<file path="src/rtl/digit_entry.sv">
// digit_entry: debounces enter/clear buttons, collects PASS_LEN switch digits
// into one packed code and holds it under a valid/ack handshake.
module digit_entry #(
  parameter int DIGIT_W         = 4,
  parameter int PASS_LEN        = 4,
  parameter int MAX_DIGIT       = 9,
  parameter int DEBOUNCE_CYCLES = 500000,
  parameter int TIMEOUT_CYCLES  = 500000000
) (
  input  logic                          clk,
  input  logic                          system_reset,
  input  logic [DIGIT_W-1:0]            digit_in,
  input  logic                          enter_btn,
  input  logic                          clear_btn,
  input  logic                          code_ack,
  output logic [DIGIT_W*PASS_LEN-1:0]   code_out,
  output logic                          code_valid,
  output logic [3:0]                    digit_count,
  output logic                          digit_error,
  output logic                          timeout
);

  localparam int DB_W   = $clog2(DEBOUNCE_CYCLES + 1);
  localparam int TM_W   = $clog2(TIMEOUT_CYCLES + 1);
  localparam int SLOT_W = (PASS_LEN > 1) ? $clog2(PASS_LEN) : 1;
  localparam logic [DB_W-1:0]    DB_LAST  = DB_W'(DEBOUNCE_CYCLES - 1);
  localparam logic [TM_W-1:0]    TM_LAST  = TM_W'(TIMEOUT_CYCLES - 1);
  localparam logic [3:0]         LEN_LAST = 4'(PASS_LEN - 1);
  localparam logic [DIGIT_W-1:0] MAX_D    = DIGIT_W'(MAX_DIGIT);

  typedef enum logic [1:0] {IDLE, COLLECT, FULL} state_t;

  // Button conditioning, index 0 = enter, 1 = clear
  logic [1:0]            w_raw;
  logic [1:0][1:0]       r_bsync;
  logic [1:0]            r_level;
  logic [1:0]            r_level_q;
  logic [1:0][DB_W-1:0]  r_dbcnt;
  logic [1:0]            w_press;

  logic [DIGIT_W-1:0]    r_dsync1;
  logic [DIGIT_W-1:0]    r_dsync2;

  state_t                          r_state;
  logic [PASS_LEN-1:0][DIGIT_W-1:0] r_code;
  logic [3:0]                      r_count;
  logic [TM_W-1:0]                 r_timer;
  logic                            r_valid;
  logic                            r_err;
  logic                            r_to;

  logic                 w_enter;
  logic                 w_clear;
  logic                 w_bad;
  logic [SLOT_W-1:0]    w_slot;

  assign w_raw = {clear_btn, enter_btn};

  // Two-flop synchronizers plus a stability counter per button; the level
  // flips only once the synchronized input has differed for DEBOUNCE_CYCLES.
  always_ff @(posedge clk) begin
    if (system_reset) begin
      r_bsync   <= '0;
      r_level   <= '0;
      r_level_q <= '0;
      r_dbcnt   <= '0;
    end else begin
      for (int b = 0; b < 2; b++) begin
        r_bsync[b]   <= {r_bsync[b][0], w_raw[b]};
        r_level_q[b] <= r_level[b];
        if (r_bsync[b][1] == r_level[b]) begin
          r_dbcnt[b] <= '0;
        end else if (r_dbcnt[b] == DB_LAST) begin
          r_level[b] <= r_bsync[b][1];
          r_dbcnt[b] <= '0;
        end else begin
          r_dbcnt[b] <= r_dbcnt[b] + 1'b1;
        end
      end
    end
  end

  assign w_press = r_level & ~r_level_q;

  // Switch synchronizer; value is taken on the enter press cycle
  always_ff @(posedge clk) begin
    if (system_reset) begin
      r_dsync1 <= '0;
      r_dsync2 <= '0;
    end else begin
      r_dsync1 <= digit_in;
      r_dsync2 <= r_dsync1;
    end
  end

  assign w_enter = w_press[0];
  assign w_clear = w_press[1];
  assign w_bad   = (r_dsync2 > MAX_D);
  assign w_slot  = r_count[SLOT_W-1:0];

  // Entry FSM; clear beats enter, timer runs only in COLLECT
  always_ff @(posedge clk) begin
    if (system_reset) begin
      r_state <= IDLE;
      r_code  <= '0;
      r_count <= '0;
      r_timer <= '0;
      r_valid <= 1'b0;
      r_err   <= 1'b0;
      r_to    <= 1'b0;
    end else begin
      r_err <= 1'b0;
      r_to  <= 1'b0;
      case (r_state)
        IDLE: begin
          r_timer <= '0;
          if (!w_clear && w_enter) begin
            if (w_bad) begin
              r_err <= 1'b1;
            end else begin
              r_code[0] <= r_dsync2;
              r_count   <= 4'd1;
              if (PASS_LEN == 1) begin
                r_state <= FULL;
                r_valid <= 1'b1;
              end else begin
                r_state <= COLLECT;
              end
            end
          end
        end
        COLLECT: begin
          if (w_clear) begin
            r_count <= '0;
            r_timer <= '0;
            r_state <= IDLE;
          end else if (w_enter) begin
            r_timer <= '0;
            if (w_bad) begin
              r_err <= 1'b1;
            end else begin
              r_code[w_slot] <= r_dsync2;
              r_count        <= r_count + 4'd1;
              if (r_count == LEN_LAST) begin
                r_state <= FULL;
                r_valid <= 1'b1;
              end
            end
          end else if (r_timer == TM_LAST) begin
            r_count <= '0;
            r_timer <= '0;
            r_to    <= 1'b1;
            r_state <= IDLE;
          end else begin
            r_timer <= r_timer + 1'b1;
          end
        end
        FULL: begin
          if (code_ack) begin
            r_valid <= 1'b0;
            r_count <= '0;
            r_state <= IDLE;
          end
        end
        default: r_state <= IDLE;
      endcase
    end
  end

  assign code_out    = r_code;
  assign code_valid  = r_valid;
  assign digit_count = r_count;
  assign digit_error = r_err;
  assign timeout     = r_to;

endmodule

</file>
<file path="config.mk">
export PLATFORM = sky130hd
export DESIGN_NAME = digit_entry
export DESIGN_NICKNAME = d
export VERILOG_FILES = /design/src/rtl/digit_entry.sv
export SDC_FILE = /design/constraint.sdc
export NUM_CORES = 1
export LEC_CHECK = 0
export CORE_ASPECT_RATIO = 0.5
export CORE_UTILIZATION = 40
export DETAILED_ROUTE_END_ITERATION = 7
export PLACE_DENSITY = 0.54
export SYNTH_ARGS = -nofsm -noshare
export SYNTH_HDL_FRONTEND = slang
export SYNTH_SLANG_ARGS = --single-unit
</file>
<file path="constraint.sdc">
create_clock -name clk -period 2.53 [get_ports clk]
set_input_delay 0.759 -clock clk [delete_from_list [all_inputs] [get_ports clk]]
set_output_delay 0.759 -clock clk [all_outputs]
set_load 0.01 [all_outputs]
</file>
==> results of run 1 <==
-- metrics by stage --
| step | power, mW | area, um2 | hold slack [ps] |
|---|---|---|---|
| 2_1_floorplan | 1.86 | 4560 | 414 |
| 3_3_place_gp | 1.92 | 5070 | 423 |
| 3_5_place_dp | 1.92 | 5070 | 424 |
| 4_1_cts | 3.36 | 5370 | 446 |
| 5_1_grt | 3.45 | 5380 | 464 |
| 6_report | 3.31 | 5380 | 444 |
-- power groups by stage --
| stage | clock network [mW] | registers (mW) | logic (mW) |
|---|---|---|---|
| finish | 1.43 | 1.73 | 0.151 |
| global route | 1.55 | 1.73 | 0.169 |
| CTS | 1.48 | 1.73 | 0.152 |
| detailed placement | 0 | 1.77 | 0.152 |
| global placement | 0 | 1.77 | 0.153 |
| floorplan | 0 | 1.77 | 0.0939 |
-- registers in the layout, summed over array words and instances (netlist names) --
signal       count
code_out        16
code_valid       1
digit_count      4
digit_error      1
r_bsync          4
r_dbcnt         38
r_dsync1         4
r_dsync2         4
r_level          2
r_level_q        2
r_state          2
r_timer         29
timeout          1
-- layout make-up --
class,count,area [um2]
clock inverter,3,45.0
sequential,108,2160
clock buffer,13,260
multi-input combinational,386,2280
tap,145,181
fill,1064,5670
inverter,16,60.1
timing repair buffer,41,393
-- worst max path at each step --
stage	startpoint	end	slack (ps)	depth (start not counted)
4_1_cts	r_timer[11]	digit_count[3]	120	6
2_1_floorplan	r_state[0]	r_timer[27]	280	8
6_report	r_timer[0]	digit_count[3]	160	6
3_3_place_gp	r_timer[11]	digit_count[3]	170	6
3_5_place_dp	r_timer[11]	digit_count[3]	140	6
5_1_grt	r_timer[3]	digit_count[3]	40	6
-- cell usage in the layout, fill, tap and decap left out, types with 2 or more instances in the layout --
cell type        netlist  layout
or3_1                  3       3
clkdlybuf4s50_1        0      30
nand3_1               41      41
dfxtp_1              108     108
nand2b_1               2       2
xnor2_1               24      24
and2_1                 5       5
and3_1                 6       6
inv_1                 16      16
nand4_1               17      17
nor2_1                95      95
clkbuf_8               0       2
nand2_1               47      47
and4_1                 5       5
nor4_1                12      12
buf_4                  0       9
a211oi_1               3       3
clkbuf_16              0       9
nor4b_1                4       3
mux2i_1                9       9
a21oi_1               20      20
clkbuf_1              10       2
ha_1                  10      10
xor2_1                36      36
clkinvlp_4             0       2
nor3_1                 6       6
o21ai_0               10      10
nor2b_1               15      15
-- routing by layer --
metal  vias up  wire (um)  GRT usage
met5         -          0          0
met4         0         78     0.0364
met3         8        265     0.0458
met2        39       3810      0.240
met1      1581       4680      0.214
li1       1858          -          -
-- logic make-up after synthesis --
kind of cell | Yosys count | synth area share
xor gates and xnor gates | 60 | 0.115
and+or+nand+nor | 266 | 0.283
AOI/OAI and AO/OA | 41 | 0.0527
DFF | 108 | 0.474
muxes | 9 | 0.0197
adders and majority gates | 10 | 0.0274
buffers and inverters | 30 | 0.0282
-- worst max-delay path: cells and delay by family, from the launching register on --
kind,cells,cell delay (ps)
AO/OA/AOI/OAI,2,520
adder cells (fa/ha/maj),1,270
flip-flops,1,400
AND/OR/NAND/NOR,3,1120
-- repair_timing --
action,4_1_cts,5_1_grt
buffers inserted,0,0
resized for setup,0,1
endpoints found under the setup margin,0,2
==> run metrics, run 1 <==
routability cong.=0.772; DIE AREA=11900 um2; Nets=about 580; pin count of the biggest net entering global routing=27; Layout area overhead=17.9%; fin cells=about 710; # DRC=0; DP Wirelength=6250 um; GRT Total Usage=0.156; hold_sp=r_bsync[2]; synth top area cells=dfxtp_1 (47%), nor2_1 (7.8%), xor2_1 (6.9%); Psw=just over 700 uW; Util after Layout=0.487; Worst R2R Setup Slack=between 150 and 200 ps; pre-CTS setup slack=136 ps; Syn Area/Cell=just under 9 um2; Syn Nets=543; min cycle time layout=2370 ps; CTS buffer count=9; final setup violation count=0; I/O pins=32; Cell Area, Synth=approximately 4600 um2; fin. max-slew vios=0; FF-to-FF Start=r_timer[0]; CP arrival=2650 ps; Starting Density=0.413; flops & latches, synth=roughly 110; 1st-iter DRT viols=240; H-Tree Depth=3; GR Overflow Total=0; kind of critical path=reg -> reg; Max Buffers Root-to-Sink=2; Hold Path End=r_bsync[3]; first-pass iteration count of the detailed router=4; Post-synth EDFFs=0; Root Driver=clkbuf_16; sw frac=0.214; final period utilization=0.939; vias in the first global route=~3100; CTS tree=yes; register area share after synthesis=0.474; Placeable Area=around 11000 um2; critical path startpoint category=flop; Synth Warn #=0; Worst setup EP type=flop; count leader, synth=dfxtp_1; reg2reg path depth=6; Final Hold Fails=0; Post-synth top cells=dfxtp_1 (108), nor2_1 (95), nand2_1 (47); initial antenna violation count=0; CP max FO=5; Row Count=27; Distinct cells, synth=between 40 and 50; DR vias/cell=approximately 4.9; via count=between 3000 and 4000; peak supply drop=0.274 mV; Max-slew headroom=0.560; worst slew pin tran=655 ps; Hold Path Depth=1; WL per Instance=between 10 and 15 um; setup tns final=0 ps; FMAX=about 0.42 GHz; post-route ant nets=0; CTS Sinks=~110; Layout Skew=~6.0 ps; Power Density=slightly above 600 nW/um2; clock slew at reported path FFs=70 ps; Die X=153 um; most common flop cell mapped by yosys=dfxtp_1; final wirelength=about 8800 um; Comb pwr share=0.046; Worst Hold Class=reg -> reg; critical-path cell list=ha_1 -> nand4_1 -> or4_4 -> a211o_1 -> or4_1 -> a21oi_1; Syn Inst Count=~520; antenna cells=0; Max Cap Viol=0; unrepaired setup endpoints after global routing=no; IO Port Bufs=31; CP max stage cell=or4_4; share of power burned in registers=0.523; most area-hungry cell type in the Yosys netlist=dfxtp_1; worst setup margin=approximately 160 ps; first-pass GRT wire length=about 15000 um; hold buffer count at cts=0; clock share of power=0.432; crit-path max cell delay=roughly 540 ps; Worst-Skew Late Latency=340 ps; Int Pwr=around 2.6 mW; Crit Reg-Reg Endpoint=digit_count[3]; Lkg Pwr=between 1.5 and 2 nW; layout cell share with drive strength beyond 1=0.0511; DP Cell Count=just under 700; status=complete, no violations; Chip Height=slightly below 80 um; required time of the worst setup path=around 2800 ps; Yosys top cell area share=0.474; ys async rst share=0
No activity file was read; power rests on OpenSTA's default activity.
==> inputs of run 2 (changes only) <==
--- a/config.mk
+++ b/config.mk
@@ -6,9 +6,10 @@
 export NUM_CORES = 1
 export LEC_CHECK = 0
 export CORE_ASPECT_RATIO = 0.5
-export CORE_UTILIZATION = 40
+export CORE_MARGIN = 10
+export CORE_UTILIZATION = 47
 export DETAILED_ROUTE_END_ITERATION = 7
-export PLACE_DENSITY = 0.54
+export PLACE_DENSITY = 0.62
 export SYNTH_ARGS = -nofsm -noshare
 export SYNTH_HDL_FRONTEND = slang
 export SYNTH_SLANG_ARGS = --single-unit
==> run 2 against run 1 <==
Net effect: die area increased by 20%; combinational power about the same; power increased by 2.3%; final cell count decreased by 1.1%; critical path depth unchanged; via count increased by 2.0%; sequential share of layout area decreased by 0.21 points; global-route usage decreased by 2.4 points; maximum frequency decreased by 0.73%; flip-flop and latch count unchanged; critical path type unchanged; critical endpoint unchanged.
==> run metrics, run 2 (same netlist as run 1, synthesis figures left out) <==
status=complete, no violations; final setup violation count=0; initial antenna violation count=0; first-pass GRT wire length=approximately 16000 um; Worst setup EP type=flop; Layout Skew=between 5 and 6 ps; worst setup margin=between 100 and 150 ps; Placeable Area=~9400 um2; vias in the first global route=~3500; worst slew pin tran=between 600 and 700 ps; DR vias/cell=just over 5; Layout area overhead=18.5%; Chip Height=about 90 um; pin count of the biggest net entering global routing=27; CTS buffer count=9; clock slew at reported path FFs=~70 ps; routability cong.=roughly 0.88; Row Count=25; final period utilization=0.945; unrepaired setup endpoints after global routing=no; Lkg Pwr=between 1.5 and 2 nW; CTS Sinks=108; GR Overflow Total=0; Int Pwr=~2.7 mW; Starting Density=0.483; setup tns final=0 ps; Top reg by flops=r_dbcnt; post-route ant nets=0; clock share of power=0.444; required time of the worst setup path=about 2800 ps; Max-slew headroom=0.587; fin. max-slew vios=0; I/O pins=32; max reg flops=38; IO Port Bufs=31; Root Driver=clkbuf_16; share of power burned in registers=0.511; # DRC=0; layout cell share with drive strength beyond 1=0.0598; most frequent cells in the layout=dfxtp_1 (108), nor2_1 (95), nand2_1 (47), nand3_1 (41), xor2_1 (36); Psw=711 uW; Storage cell area=~2200 um2; Final Hold Fails=0; pre-CTS setup slack=154 ps; min cycle time layout=2390 ps; DP Wirelength=between 6000 and 7000 um; Max Buffers Root-to-Sink=2; DIE AREA=roughly 14000 um2; Nets=about 580; Comb pwr share=0.045; Power Density=approximately 630 nW/um2; via count=between 3000 and 4000; CP arrival=~2700 ps; sw frac=0.210; multi-input logic area=about 2300 um2; Die X=about 160 um; Worst Hold Class=reg -> reg; most common cell after layout, fill and taps aside=dfxtp_1; CTS tree=yes; reg2reg path depth=6; critical path startpoint category=flop; H-Tree Depth=3; Max Cap Viol=0; GRT Total Usage=0.132; CP max FO=5; FMAX=between 0.4 and 0.5 GHz; Hold Path Depth=1; antenna cells=0; kind of critical path=reg -> reg; final wirelength=a little under 9000 um; 1st-iter DRT viols=roughly 170; first-pass iteration count of the detailed router=4; Worst-Skew Late Latency=approximately 340 ps; Hold Slack=approximately 440 ps; peak supply drop=about 0.31 mV; WL per Instance=between 10 and 15 um; # fillers=just under 900
run 2: routing by layer:
layer	share of wire	track usage	vias up	wire length, um
met3	0.037	0.0359	19	329
met2	0.47	0.234	53	4220
li1	-	-	1859	-
met4	0.016	0.0501	0	144
met5	0	0	-	0
met1	0.47	0.154	1626	4220
run 2: layout make-up:
type	count	share of cell area
clock buffers	10	0.0442
clock inverters	6	0.0160
flip-flops and latches	108	0.400
multi-input cells	386	0.422
repair buffers	43	0.0754
well taps	135	0.0312
inverters	16	0.0111
run 2: power by group through the flow:
stage / combinational [mW] / clock, mW / sequential [mW]
floorplan: 0.0939 / 0 / 1.77
global placement: 0.153 / 0 / 1.77
detailed placement: 0.152 / 0 / 1.77
CTS: 0.153 / 1.56 / 1.73
global route: 0.171 / 1.62 / 1.73
finish: 0.153 / 1.50 / 1.73
run 2: final timing paths:
check	start	to	slack, ps
setup / recovery	r_timer[11]	digit_count[3]	140
hold / removal	r_dsync1[1]	r_dsync2[1]	440
setup reg to reg	r_timer[11]	digit_count[3]	140
hold reg to reg	r_dsync1[1]	r_dsync2[1]	440
run 2: worst max-delay path, cell delays in order (launching register included):
cell and delay (ps):
dfxtp_1 350, nor4b_1 330, nand4_1 160, or4_4 570
a211o_1 360, or4_1 420, a21oi_1 140
run 2: what timing repair did:
item	in CTS	in global routing
setup buffers	0	0
setup endpoints to repair	0	2
hold buffers	0	0
resized for setup	0	2
run 2: per-stage QoR:
stage	cells	power, mW	area [um2]	utilization
5_1_grt	704	3.52	5410	0.573
3_5_place_dp	688	1.92	5070	0.537
6_report	704	3.39	5410	0.573
4_1_cts	704	3.44	5400	0.571
2_1_floorplan	524	1.86	4560	-
3_3_place_gp	688	1.92	5070	0.537
